**config.mk**
```make
export PLATFORM = sky130hd
export DESIGN_NAME = countdown_sequencer
export DESIGN_NICKNAME = d
export VERILOG_FILES = /design/src/rtl/countdown_pkg.sv /design/src/rtl/countdown_sequencer_tick_counter.sv /design/src/rtl/countdown_sequencer.sv
export SDC_FILE = /design/constraint.sdc
export NUM_CORES = 1
export LEC_CHECK = 0
export BUFFER_PORTS_ARGS = -buffer_cell sky130_fd_sc_hd__buf_4
export CAP_MARGIN = 20
export CORE_UTILIZATION = 55
export DETAILED_ROUTE_END_ITERATION = 10
export PLACE_DENSITY_LB_ADDON = 0.2
export SLEW_MARGIN = 10
export SYNTH_ARGS = -nofsm -noshare
export SYNTH_HDL_FRONTEND = slang
export SYNTH_HIERARCHICAL = 1
export SYNTH_SLANG_ARGS = --single-unit
```
**constraint.sdc**
```tcl
create_clock -name clk -period 4.8 [get_ports clk]
set_input_delay 0.96 -clock clk [delete_from_list [all_inputs] [get_ports clk]]
set_output_delay 0.96 -clock clk [all_outputs]
set_load 0.02 [all_outputs]
```
**src/rtl/countdown_pkg.sv**
```systemverilog
// Shared encodings for the countdown timer control path.
// Latency: n/a (types and constants only).
// Backpressure: n/a.
//
// The state encoding is visible on the debug LEDs, so these values are fixed.
// Values 3'd5..3'd7 are never produced; the sequencer recovers from them to IDLE.
package countdown_pkg;

    localparam int ST_W = 3;

    typedef enum logic [ST_W-1:0] {
        ST_IDLE  = 3'd0,
        ST_SET   = 3'd1,
        ST_RUN   = 3'd2,
        ST_PAUSE = 3'd3,
        ST_DONE  = 3'd4
    } state_t;

    // The counter follows the preset in these states.
    function automatic logic is_load_state(input state_t s);
        return (s == ST_IDLE) || (s == ST_SET);
    endfunction

endpackage

```
**src/rtl/countdown_sequencer_tick_counter.sv**
```systemverilog
// Tick counter with sync clear; term flags the last count of an N-tick window.
// Latency: count updates 1 cycle after a tick; term is decoded from the register.
// Backpressure: none; every tick_in pulse is counted unless clr is asserted.
//
// Ports:
//   clk, rst_n  clock and async active-low reset
//   clr         synchronous clear (wins over tick_in)
//   tick_in     count enable, one pulse per tick
//   term        count register currently holds N-1
module tick_counter #(
    parameter int N = 6
) (
    input  logic clk,
    input  logic rst_n,
    input  logic clr,
    input  logic tick_in,
    output logic term
);

    localparam int CW = (N > 1) ? $clog2(N) : 1;
    localparam logic [CW-1:0] LAST = CW'(N - 1);

    logic [CW-1:0] cnt_q;
    logic [CW-1:0] cnt_d;

    always_comb begin
        cnt_d = cnt_q;
        if (clr) begin
            cnt_d = '0;
        end else if (tick_in) begin
            // Wrap so a missed clear can never run the counter past the window.
            cnt_d = (cnt_q == LAST) ? '0 : cnt_q + 1'b1;
        end
    end

    always_ff @(posedge clk or negedge rst_n) begin
        if (!rst_n) begin
            cnt_q <= '0;
        end else begin
            cnt_q <= cnt_d;
        end
    end

    assign term = (cnt_q == LAST);

endmodule

```
**src/rtl/countdown_sequencer.sv**
```systemverilog
// Control FSM for the 1 Hz countdown timer: preset register, counter load/enable, done flash.
// Latency: state/preset/blank change 1 cycle after an event; count_en is combinational on tick.
// Backpressure: none; one-pulse inputs are acted on in the cycle they arrive or dropped.
//
// Ports:
//   clk, rst_n   clock and async active-low reset
//   tick         1 Hz single-cycle pulse
//   start_p      start / pause / acknowledge button pulse
//   set_p        set-mode button pulse
//   inc_p        preset increment button pulse (SET only)
//   clr_p        soft clear, returns to IDLE keeping the preset
//   cnt_zero     down counter is at zero
//   load         counter should load load_value (level, IDLE and SET)
//   load_value   current preset
//   count_en     counter decrements this cycle
//   blank        display blanking, toggles while flashing in DONE
//   done         high while in DONE
//   state_o      raw state register for debug LEDs
module countdown_sequencer
    import countdown_pkg::*;
#(
    parameter int W          = 6,
    parameter int MAX_PRESET = 59,
    parameter int DEF_PRESET = 30,
    parameter int DONE_TICKS = 6
) (
    input  logic         clk,
    input  logic         rst_n,
    input  logic         tick,
    input  logic         start_p,
    input  logic         set_p,
    input  logic         inc_p,
    input  logic         clr_p,
    input  logic         cnt_zero,
    output logic         load,
    output logic [W-1:0] load_value,
    output logic         count_en,
    output logic         blank,
    output logic         done,
    output logic [2:0]   state_o
);

    localparam logic [W-1:0] MAX_P = W'(MAX_PRESET);
    localparam logic [W-1:0] DEF_P = W'(DEF_PRESET);

    state_t         state_q;
    state_t         state_d;
    logic [W-1:0]   preset_q;
    logic [W-1:0]   preset_d;
    logic           blank_q;
    logic           blank_d;

    logic           flash_clr;
    logic           flash_tick;
    logic           flash_last;

    // ------------------------------------------------------------------
    // Flash window: counts ticks spent in DONE. Held clear whenever we are
    // not in DONE or are about to leave it, so every entry starts at zero.
    // ------------------------------------------------------------------
    assign flash_clr  = (state_q != ST_DONE) || (state_d != ST_DONE);
    assign flash_tick = (state_q == ST_DONE) && tick;

    tick_counter #(
        .N       (DONE_TICKS)
    ) u_flash_cnt (
        .clk     (clk),
        .rst_n   (rst_n),
        .clr     (flash_clr),
        .tick_in (flash_tick),
        .term    (flash_last)
    );

    // ------------------------------------------------------------------
    // Next-state, preset and blank logic.
    // Within each state the if/else order gives the event priority;
    // clr_p is applied last so it overrides everything.
    // ------------------------------------------------------------------
    always_comb begin
        state_d  = state_q;
        preset_d = preset_q;
        blank_d  = blank_q;

        case (state_q)
            ST_IDLE: begin
                if (start_p) begin
                    state_d = (preset_q != '0) ? ST_RUN : ST_DONE;
                end else if (set_p) begin
                    state_d = ST_SET;
                end
            end

            ST_SET: begin
                if (start_p) begin
                    state_d = (preset_q != '0) ? ST_RUN : ST_DONE;
                end else if (set_p) begin
                    state_d = ST_IDLE;
                end else if (inc_p) begin
                    preset_d = (preset_q == MAX_P) ? '0 : preset_q + 1'b1;
                end
            end

            ST_RUN: begin
                // set_p / inc_p deliberately ignored while counting.
                if (cnt_zero) begin
                    state_d = ST_DONE;
                end else if (start_p) begin
                    state_d = ST_PAUSE;
                end
            end

            ST_PAUSE: begin
                if (start_p) begin
                    state_d = ST_RUN;
                end else if (set_p) begin
                    // Abort: IDLE drives load, so the counter snaps back to the preset.
                    state_d = ST_IDLE;
                end
            end

            ST_DONE: begin
                if (start_p) begin
                    state_d = ST_IDLE;
                end else if (tick) begin
                    if (flash_last) begin
                        state_d = ST_IDLE;
                    end else begin
                        blank_d = ~blank_q;
                    end
                end
            end

            default: begin
                state_d = ST_IDLE;
            end
        endcase

        if (clr_p) begin
            state_d  = ST_IDLE;
            preset_d = preset_q;
        end

        // Blank only lives inside one DONE visit: cleared on entry and exit.
        if ((state_q != ST_DONE) || (state_d != ST_DONE)) begin
            blank_d = 1'b0;
        end
    end

    always_ff @(posedge clk or negedge rst_n) begin
        if (!rst_n) begin
            state_q  <= ST_IDLE;
            preset_q <= DEF_P;
            blank_q  <= 1'b0;
        end else begin
            state_q  <= state_d;
            preset_q <= preset_d;
            blank_q  <= blank_d;
        end
    end

    // ------------------------------------------------------------------
    // Outputs. count_en is combinational so the tick is consumed in the
    // cycle it arrives; a tick landing on the start_p that enters RUN is
    // not counted because state_q is not yet RUN.
    // ------------------------------------------------------------------
    assign load       = is_load_state(state_q);
    assign load_value = preset_q;
    assign count_en   = (state_q == ST_RUN) && tick && !cnt_zero;
    assign blank      = blank_q;
    assign done       = (state_q == ST_DONE);
    assign state_o    = state_q;

endmodule

```
-- Word-level counts from Yosys, hierarchy flattened
Index checks and enable logic that the tools add are counted.
- equality and inequality tests: 10
- mux-type cells: 22
- reductions and logical operators: 13
- bitwise logic cells: 4
- add/sub/neg operators: 2
- operators with widths (cell ; count):
    3-bit 2-to-1 mux ; 15
    3-bit case mux with 5 select lines ; 1
    6-bit by 1-bit adder with 6-bit output (second input constant) ; 1
    3-bit by 2-bit equality test with 1-bit output (second input constant) ; 2
    3-bit equality test (second input constant) ; 2
    6-bit equality test (second input constant) ; 1
    6-bit 2-to-1 mux ; 1
    3-bit != test (second input constant) ; 2
    2-bit nonzero test ; 3
    6-bit nonzero test ; 1
    1-bit 2-to-1 mux ; 5
    5-bit AND reduction ; 1
    1-bit NOT ; 4
    4-bit AND reduction ; 1
    3-bit by 1-bit adder with 3-bit output (second input constant) ; 1
    3-bit by 1-bit equality test with 1-bit output (second input constant) ; 1
    1-bit logical AND ; 3
    3-bit logical NOT ; 1
    1-bit logical OR ; 2
    2-bit by 1-bit != test with 1-bit output (second input constant) ; 1
    2-bit != test (second input constant) ; 1
    1-bit logical NOT ; 1
- register bits: 13
- bits of input ports: 8
- word-level logic and storage cells: 55

-- Longest topological paths before layout
Gate-level depths: netlist of the first run.
- depth in word-level cells: 10
- gate-level depth with buffers: 5
- mapped depth without buffers: 5

-- Modules after synthesis
Netlist of the first run, hierarchy kept.
- by module, submodules not included (module ; cells an instance ; sequential area each (um^2) ; area each (um^2) ; instances):
    countdown_sequencer ; 77 ; 255.2 ; 718.2 ; 1
    tick_counter ; 12 ; 75.1 ; 147.6 ; 1

-- Worst setup path before layout of the first run
No wires, ideal clock.
- kind: input to output
- from: input port cnt_zero
- to: output port count_en
- data arrival time: 1958 ps
- cell stages on the path: 2
- path slack: 1882 ps
- data required time: 3840 ps
- buffers on the path: 0
- cells stage by stage: or3b_2 nor3b_1
- longest elaborated chain between the ends: 2
- ends and longest elaborated chain (element ; RTL line ; text):
    start: declaration ; countdown_sequencer.sv:34 ; input logic cnt_zero,
    1-bit logical NOT ; countdown_sequencer.sv:168 ; assign count_en = (state_q == ST_RUN) && tick && !cnt_zero;
    1-bit logical AND ; countdown_sequencer.sv:168 ;
    end: declaration ; countdown_sequencer.sv:37 ; output logic count_en,
No other way between the ends.

-- Worst setup path after layout of the first run
Ends and elaborated chain as after synthesis.

==> run_results.csv, run 1 <==
group,metric,value,unit
layout,antenna_cells,0,
clocking,worstSkewPairLatency,270,ps
global_route,grtUsageTotal,0.2466,
worst_setup_path,critPathLaunchType,"input port",
route,drc,0,
route,initialDrtViolationCount,19,
route,wl_per_cell,14.56,µm
floorplanning,pin_count,21,
sta,fmaxAchievable,0.3479,GHz
route,first_pass_iters,4,
sta,period_share,0.5988,
run_status,status,"finished clean",
global_route,grt_max_degree,14,
layout,synthToLayoutAreaGrowth,18.21,%
logic_synthesis,yosys_register_bits,13,
sta,skew,2.363,ps
worst_setup_path,cp_data_required_time,3840,ps
logic_synthesis,dominantRegCellSynth,"dfrtp_1",
sta,slew_violations,0,
placed_design,pre_cts_ws,1937,ps
logic_synthesis,syn_nets,99,
clocking,postCtsSetupBuffers,0,
run,drv_cap,0,
floorplanning,die_x,41.68,µm
floorplanning,rows,13,
layout,nets,120,
logic_synthesis,synth_top_family_by_area,"simple AND/OR/NAND/NOR gates",
worst_setup_path,ff2ff_path_depth,5,
global_route,grt_pass1_wl,3.263,mm
placed_design,place.port_buffers,20,
logic_synthesis,synth_top_area_share,0.2601,
worst_setup_path,cp_top_family,"simple AND/OR/NAND/NOR gates",
worst_setup_path,cpMostUsedCell,"buf_4",
route,wl,1.806,mm
clocking,cts-root-buf,"clkbuf_4",
power,irDropWorstVdd,0.0002125,V
worst_setup_path,rr_endpoint,"state_o[2]",
layout,drive_gt1_frac,0.3394,
logic_synthesis,synth_adder_area_share,0.02890,
logic_synthesis,yosys.area_share.simple,0.2789,
power,power,321.3,µW
power,p_per_area,314.0,nW/µm²
layout,stdcell_count,124,
sta,fin_tns_setup,0,ps
worst_setup_path,max_stage_delay,460,ps
logic_synthesis,ys_warn_count,6,
clocking,cts_num_sinks,13,
floorplanning,fp.dieH,41.68,µm
worst_setup_path,worstPathMaxFanout,3,
sta,slew_headroom,0.7043,
floorplanning,design.core.area,1383,µm²
power,leakagePower,0.0004447,µW
logic_synthesis,ys_async_sr_fraction,1.000,
global_route,antenna_found_initial,0,
worst_setup_path,reg2reg_slack,3040,ps
clocking,cts_resized,0,
placed_design,dpl.hpwl,1.324,mm
placed_design,gp_congestion,0.8661,
logic_synthesis,synth-compound-area-share,0.2153,
worst_setup_path,cp-end-kind,"primary output",
sta,hold_violations,0,
logic_synthesis,yosysSeqAreaShare,0.3815,
floorplanning,initial_core_util,0.6262,
sta,setup_viol,0,
worst_setup_path,path_class,"input port to primary output",
logic_synthesis,syn_area,865.8,µm²
global_route,grt.overflow.total,0,
sta,rsz0062_at_grt,"no",
worst_setup_path,r2r-start,"load_value[0]",
logic_synthesis,synthXorXnorAreaFrac,0.01012,
clocking,cts_tree,"built",
sta,setup_slack,1926,ps
logic_synthesis,syn_avg_cell_area,9.728,µm²
route,viasPerCell,6.089,
logic_synthesis,synth_edf_count,0,
worst_setup_path,crit_buf_inv,2,
clocking,cts_buffers,3,
sta,tightest_slew,439.4,ps
sta,finalCriticalPeriod,2874,ps
clocking,postCtsHoldBufs,0,
logic_synthesis,synth.distinct_cells,43,
logic_synthesis,synth_mux_area_frac,0.02457,
worst_setup_path,path_cells,"buf_4 > or3b_2 > nor3b_1 > buf_4",
route,via_count,755,
logic_synthesis,synth_area_leaders,"dfrtp_1 26%, dfstp_2 12%, nor2_1 3.0%",
clocking,clk_pin_slew_worst_paths,80,ps
route,antenna_left,0,
min_path,hold_path.class,"input port to async pin",
logic_synthesis,yosysTopAreaCell,"dfrtp_1",
global_route,grt_pass1_vias,715,
worst_setup_path,cp_slowest_cell,"or3b_2",
clocking,clockBufferDepth,2,
floorplanning,die_area,1737,µm²
clocking,h-tree-depth,1,
logic_synthesis,syn_inst,89,
placed_design,placed_cells,120,
worst_setup_path,cp_data_arrival_time,1910,ps
## synthesized netlist by cell type (all sizes together), types with 3 or more instances
cell type	number
dfstp	4
nand3b	3
nand3	5
nor2	7
nand2	4
a21bo	3
o211ai	3
dfrtp	9
buf	4
inv	4
o21ai	4
## how the worst max path moves through the flow
stage	from	to	slack (ps)	depth (start not counted)
floorplan	cnt_zero	count_en	1880	2
global placement	cnt_zero	count_en	1940	4
detailed placement	cnt_zero	count_en	1940	4
CTS	cnt_zero	count_en	1930	4
global route	cnt_zero	count_en	1860	4
finish	cnt_zero	count_en	1930	4
## per-stage QoR
stage	hold slack, ps	utilization	cell area, µm²
global placement	508.1	0.7213	997.2
CTS	505.6	0.7403	1023
finish	514.3	0.7403	1023
global route	503.2	0.7403	1023
floorplan	530.7	-	865.8
detailed placement	520.1	0.7213	997.2
## power by group
| group | leakage (µW) | switching, µW | internal, µW |
|---|---|---|---|
| combinational | 0.000269 | 53.6 | 51.0 |
| clock | 0.0000150 | 34.5 | 32.2 |
| sequential | 0.000161 | 24.4 | 126 |
## metal layers
| layer | share of wire | vias up | track usage |
|---|---|---|---|
| met2 | 0.48 | 20 | 0.3719 |
| met1 | 0.46 | 360 | 0.3315 |
| met3 | 0.046 | 2 | 0.06087 |
| met4 | 0.013 | 0 | 0.1161 |
| li1 | - | 373 | - |
| met5 | 0 | - | 0 |
## cell families (layout without fill, tap and decap cells)
group,Yosys count,count (layout)
muxes,2,2
AOI/OAI and AO/OA,25,25
xor gates and xnor gates,1,1
and+or+nand+nor,38,38
adders and majority gates,2,2
DFF,13,13
buffers and inverters,8,28
## cells in the final DEF (no fill, tap or decap), drive strengths merged, types with 3 or more instances in the layout
cell type	count
nand2	4
a21bo	3
clkbuf	4
nand3b	3
inv	4
o21ai	4
nor2	7
nand3	5
buf	20
dfrtp	9
o211ai	3
dfstp	4
## layout make-up
| cell class | instances | area [µm²] |
|---|---|---|
| Multi-Input combinational cell | 68 | 483.0 |
| Fill cell | 110 | 359.1 |
| Sequential cell | 13 | 330.3 |
| Timing Repair Buffer | 20 | 150.1 |
| Clock buffer | 4 | 26.28 |
| Tap cell | 15 | 18.77 |
| Inverter | 4 | 15.01 |
## registers in the layout, indices dropped and copies added, names as in the netlist
name               cells
blank                  1
load_value             6
state_o                3
u_flash_cnt/cnt_q      3
Note: power is estimated with default switching activity, not from simulation.
==> run 2, diff against run 1 <==
--- a/config.mk
+++ b/config.mk
@@ -5,9 +5,10 @@
 export SDC_FILE = /design/constraint.sdc
 export NUM_CORES = 1
 export LEC_CHECK = 0
+export ABC_AREA = 1
 export BUFFER_PORTS_ARGS = -buffer_cell sky130_fd_sc_hd__buf_4
 export CAP_MARGIN = 20
-export CORE_UTILIZATION = 55
+export CORE_UTILIZATION = 52
 export DETAILED_ROUTE_END_ITERATION = 10
 export PLACE_DENSITY_LB_ADDON = 0.2
 export SLEW_MARGIN = 10
==> constraint.sdc (replaced) <==
create_clock -name clk -period 2.65 [get_ports clk]
set_input_delay 0.53 -clock clk [delete_from_list [all_inputs] [get_ports clk]]
set_output_delay 0.53 -clock clk [all_outputs]
set_load 0.02 [all_outputs]
==> run_results.csv, run 2 <==
group,metric,value,unit
run_status,status,"finished clean",
route,antenna_left,0,
global_route,grt_pass1_vias,748,
sta,fin_tns_setup,0,ps
logic_synthesis,synth.distinct_cells,25,
worst_setup_path,max_stage_delay,430,ps
sta,skew,13.03,ps
route,first_pass_iters,4,
clocking,cts_num_sinks,13,
layout,drive_gt1_frac,0.3643,
worst_setup_path,cp_top_family,"flip-flops",
clocking,postCtsHoldBufs,0,
min_path,hold_path.class,"input port to async pin",
route,initialDrtViolationCount,11,
logic_synthesis,ys_warn_count,6,
floorplanning,design.core.area,1559,µm²
sta,period_share,0.6993,
sta,slew_violations,0,
layout,nets,151,
layout,seq_area,330.3,µm²
floorplanning,die_area,1885,µm²
clocking,cts_tree,"built",
route,wl,1.884,mm
layout,antenna_cells,0,
clocking,h-tree-depth,1,
logic_synthesis,yosys_register_bits,13,
logic_synthesis,synth_edf_count,0,
worst_setup_path,crit_buf_inv,2,
clocking,cts_resized,0,
logic_synthesis,yosys-top-cells-count,"21 x nand2_1, 14 x inv_1, 14 x nor2_1, 10 x nand3_1, 9 x dfrtp_1",
route,via_count,816,
worst_setup_path,cp_data_required_time,2120,ps
floorplanning,rows,14,
logic_synthesis,syn_nets,127,
power,p_per_area,578.5,nW/µm²
route,viasPerCell,5.231,
logic_synthesis,synth_most_common_cell,"nand2_1",
logic_synthesis,syn_avg_cell_area,7.625,µm²
logic_synthesis,dominantRegCellSynth,"dfrtp_1",
sta,hold_violations,0,
clocking,cts_buffers,3,
logic_synthesis,yosysSeqAreaShare,0.3703,
worst_setup_path,cp_slowest_cell,"dfrtp_1",
floorplanning,pin_count,21,
global_route,grt_max_degree,14,
clocking,cts-root-buf,"clkbuf_4",
logic_synthesis,synth_area_leaders,"dfrtp_1 25%, dfstp_2 12%, nand2_1 8.8%",
clocking,worstSkewPairLatency,280,ps
clocking,clk_pin_slew_worst_paths,90,ps
power,irDropWorstVdd,0.0003346,V
global_route,grt_pass1_wl,3.146,mm
sta,rsz0062_at_grt,"no",
floorplanning,fp.dieH,43.42,µm
power,leakagePower,0.0005224,µW
global_route,grtUsageTotal,0.2274,
route,drc,0,
placed_design,pre_cts_ws,1040,ps
worst_setup_path,path_cells,"inv_1 > nor2_2 > nand3_2 > nor2_1 > buf_4",
worst_setup_path,critPathLaunchType,"flop",
sta,slew_headroom,0.8158,
layout,multi_input_area,481.7,µm²
floorplanning,die_x,43.42,µm
worst_setup_path,worstPathMaxFanout,5,
layout,nFillCells,142,
worst_setup_path,path_class,"flop to primary output",
global_route,grt.overflow.total,0,
route,wl_per_cell,12.08,µm
run,drv_cap,0,
worst_setup_path,cp-end-kind,"primary output",
power,pwr-share-clk,0.200,
logic_synthesis,syn_inst,117,
clocking,postCtsSetupBuffers,0,
sta,setup_slack,796.8,ps
placed_design,gp_congestion,0.8774,
sta,tightest_slew,273.4,ps
sta,fmaxAchievable,0.5396,GHz
layout,final_cell_mix,"21 x nand2_1, 20 x buf_4, 14 x inv_1, 14 x nor2_1, 10 x nand3_1",
power,p_int,385.9,µW
worst_setup_path,cp_data_arrival_time,1320,ps
logic_synthesis,synth_top_area_share,0.2525,
logic_synthesis,yosysTopAreaCell,"dfrtp_1",
worst_setup_path,reg2reg_slack,1060,ps
layout,layout_commonest_cell,"nand2_1",
power,comb_power_share,0.364,
sta,setup_viol,0,
logic_synthesis,syn_area,892.1,µm²
logic_synthesis,ys_async_sr_fraction,1.000,
clocking,clockBufferDepth,2,
placed_design,place.port_buffers,20,
power,switching_power,237.3,µW
sta,finalCriticalPeriod,1853,ps
layout,largest_reg_flops,6,
floorplanning,initial_core_util,0.5722,
power,seq_power_share,0.437,
placed_design,dpl.hpwl,1.511,mm
power,switching_share,0.3808,
global_route,antenna_found_initial,0,
layout,synthToLayoutAreaGrowth,20.76,%
[run 2: changes by cell type in the layout (fill, tap and decap cells not counted), sizes merged, moves of 3 or more]
| cell | delta |
|---|---|
| a21oi | +3 |
| nand3b | -3 |
| nor2 | +15 |
| inv | +13 |
| nand2 | +22 |
| a21bo | -3 |
| o21ai | +5 |
| nand3 | +8 |
[run 2: area by class of cell]
cell class | instances | area share
Timing Repair Buffer | 20 | 0.1394
Sequential cell | 13 | 0.3066
Clock buffer | 4 | 0.02439
Multi-Input combinational cell | 85 | 0.4472
Tap cell | 16 | 0.01858
Inverter | 18 | 0.06388
[run 2: metal layers]
layer  vias up  track usage  part of all wire
met4         0       0.1250             0.018
met3         6      0.06250             0.049
li1        419            -                 -
met1       364       0.2620              0.41
met5         -            0                 0
met2        27       0.3818              0.52
[run 2: cells by family (layout without fill, tap and decap cells)]
kind of cell    Yosys count  count (layout)  synth area share
buf+inv                  19              42           0.08975
compound gates           16              16            0.1080
fa+ha+maj                 2               2           0.02805
flops                    13              13            0.3703
xor+xnor                  3               3           0.02946
simple gates             64              64            0.3745
[run 2: metrics by stage]
| step | cell area, µm² | utilization | std cells | hold slack (ps) | power (µW) |
|---|---|---|---|---|---|
| 2_1_floorplan | 892.1 | - | 117 | 234.4 | 414.7 |
| 3_3_place_gp | 1051 | 0.6742 | 152 | 385.9 | 494.1 |
| 3_5_place_dp | 1051 | 0.6742 | 152 | 388.0 | 504.0 |
| 4_1_cts | 1077 | 0.6910 | 156 | 76.55 | 629.4 |
| 5_1_grt | 1077 | 0.6910 | 156 | 74.51 | 667.1 |
| 6_report | 1077 | 0.6910 | 156 | 74.04 | 623.2 |
[run 2: power groups by stage]
stage	logic [µW]	clock network, µW	registers, µW
4_1_cts	229	129	271
2_1_floorplan	110	0	305
3_5_place_dp	229	0	275
5_1_grt	251	139	277
3_3_place_gp	222	0	272
6_report	227	124	272
[run 2: final timing paths]
kind / start / endpoint / depth (start not counted)
worst max-delay path: state_o[1] / count_en / 5
worst min-delay path: rst_n / state_o[1] / 1
worst max register to register: load_value[0] / u_flash_cnt/cnt_q[1] / 9
worst min register to register: load_value[2] / load_value[2] / 2
max in group asynchronous: rst_n / load_value[3] / 1
min in group clk: clr_p / state_o[1] / 2
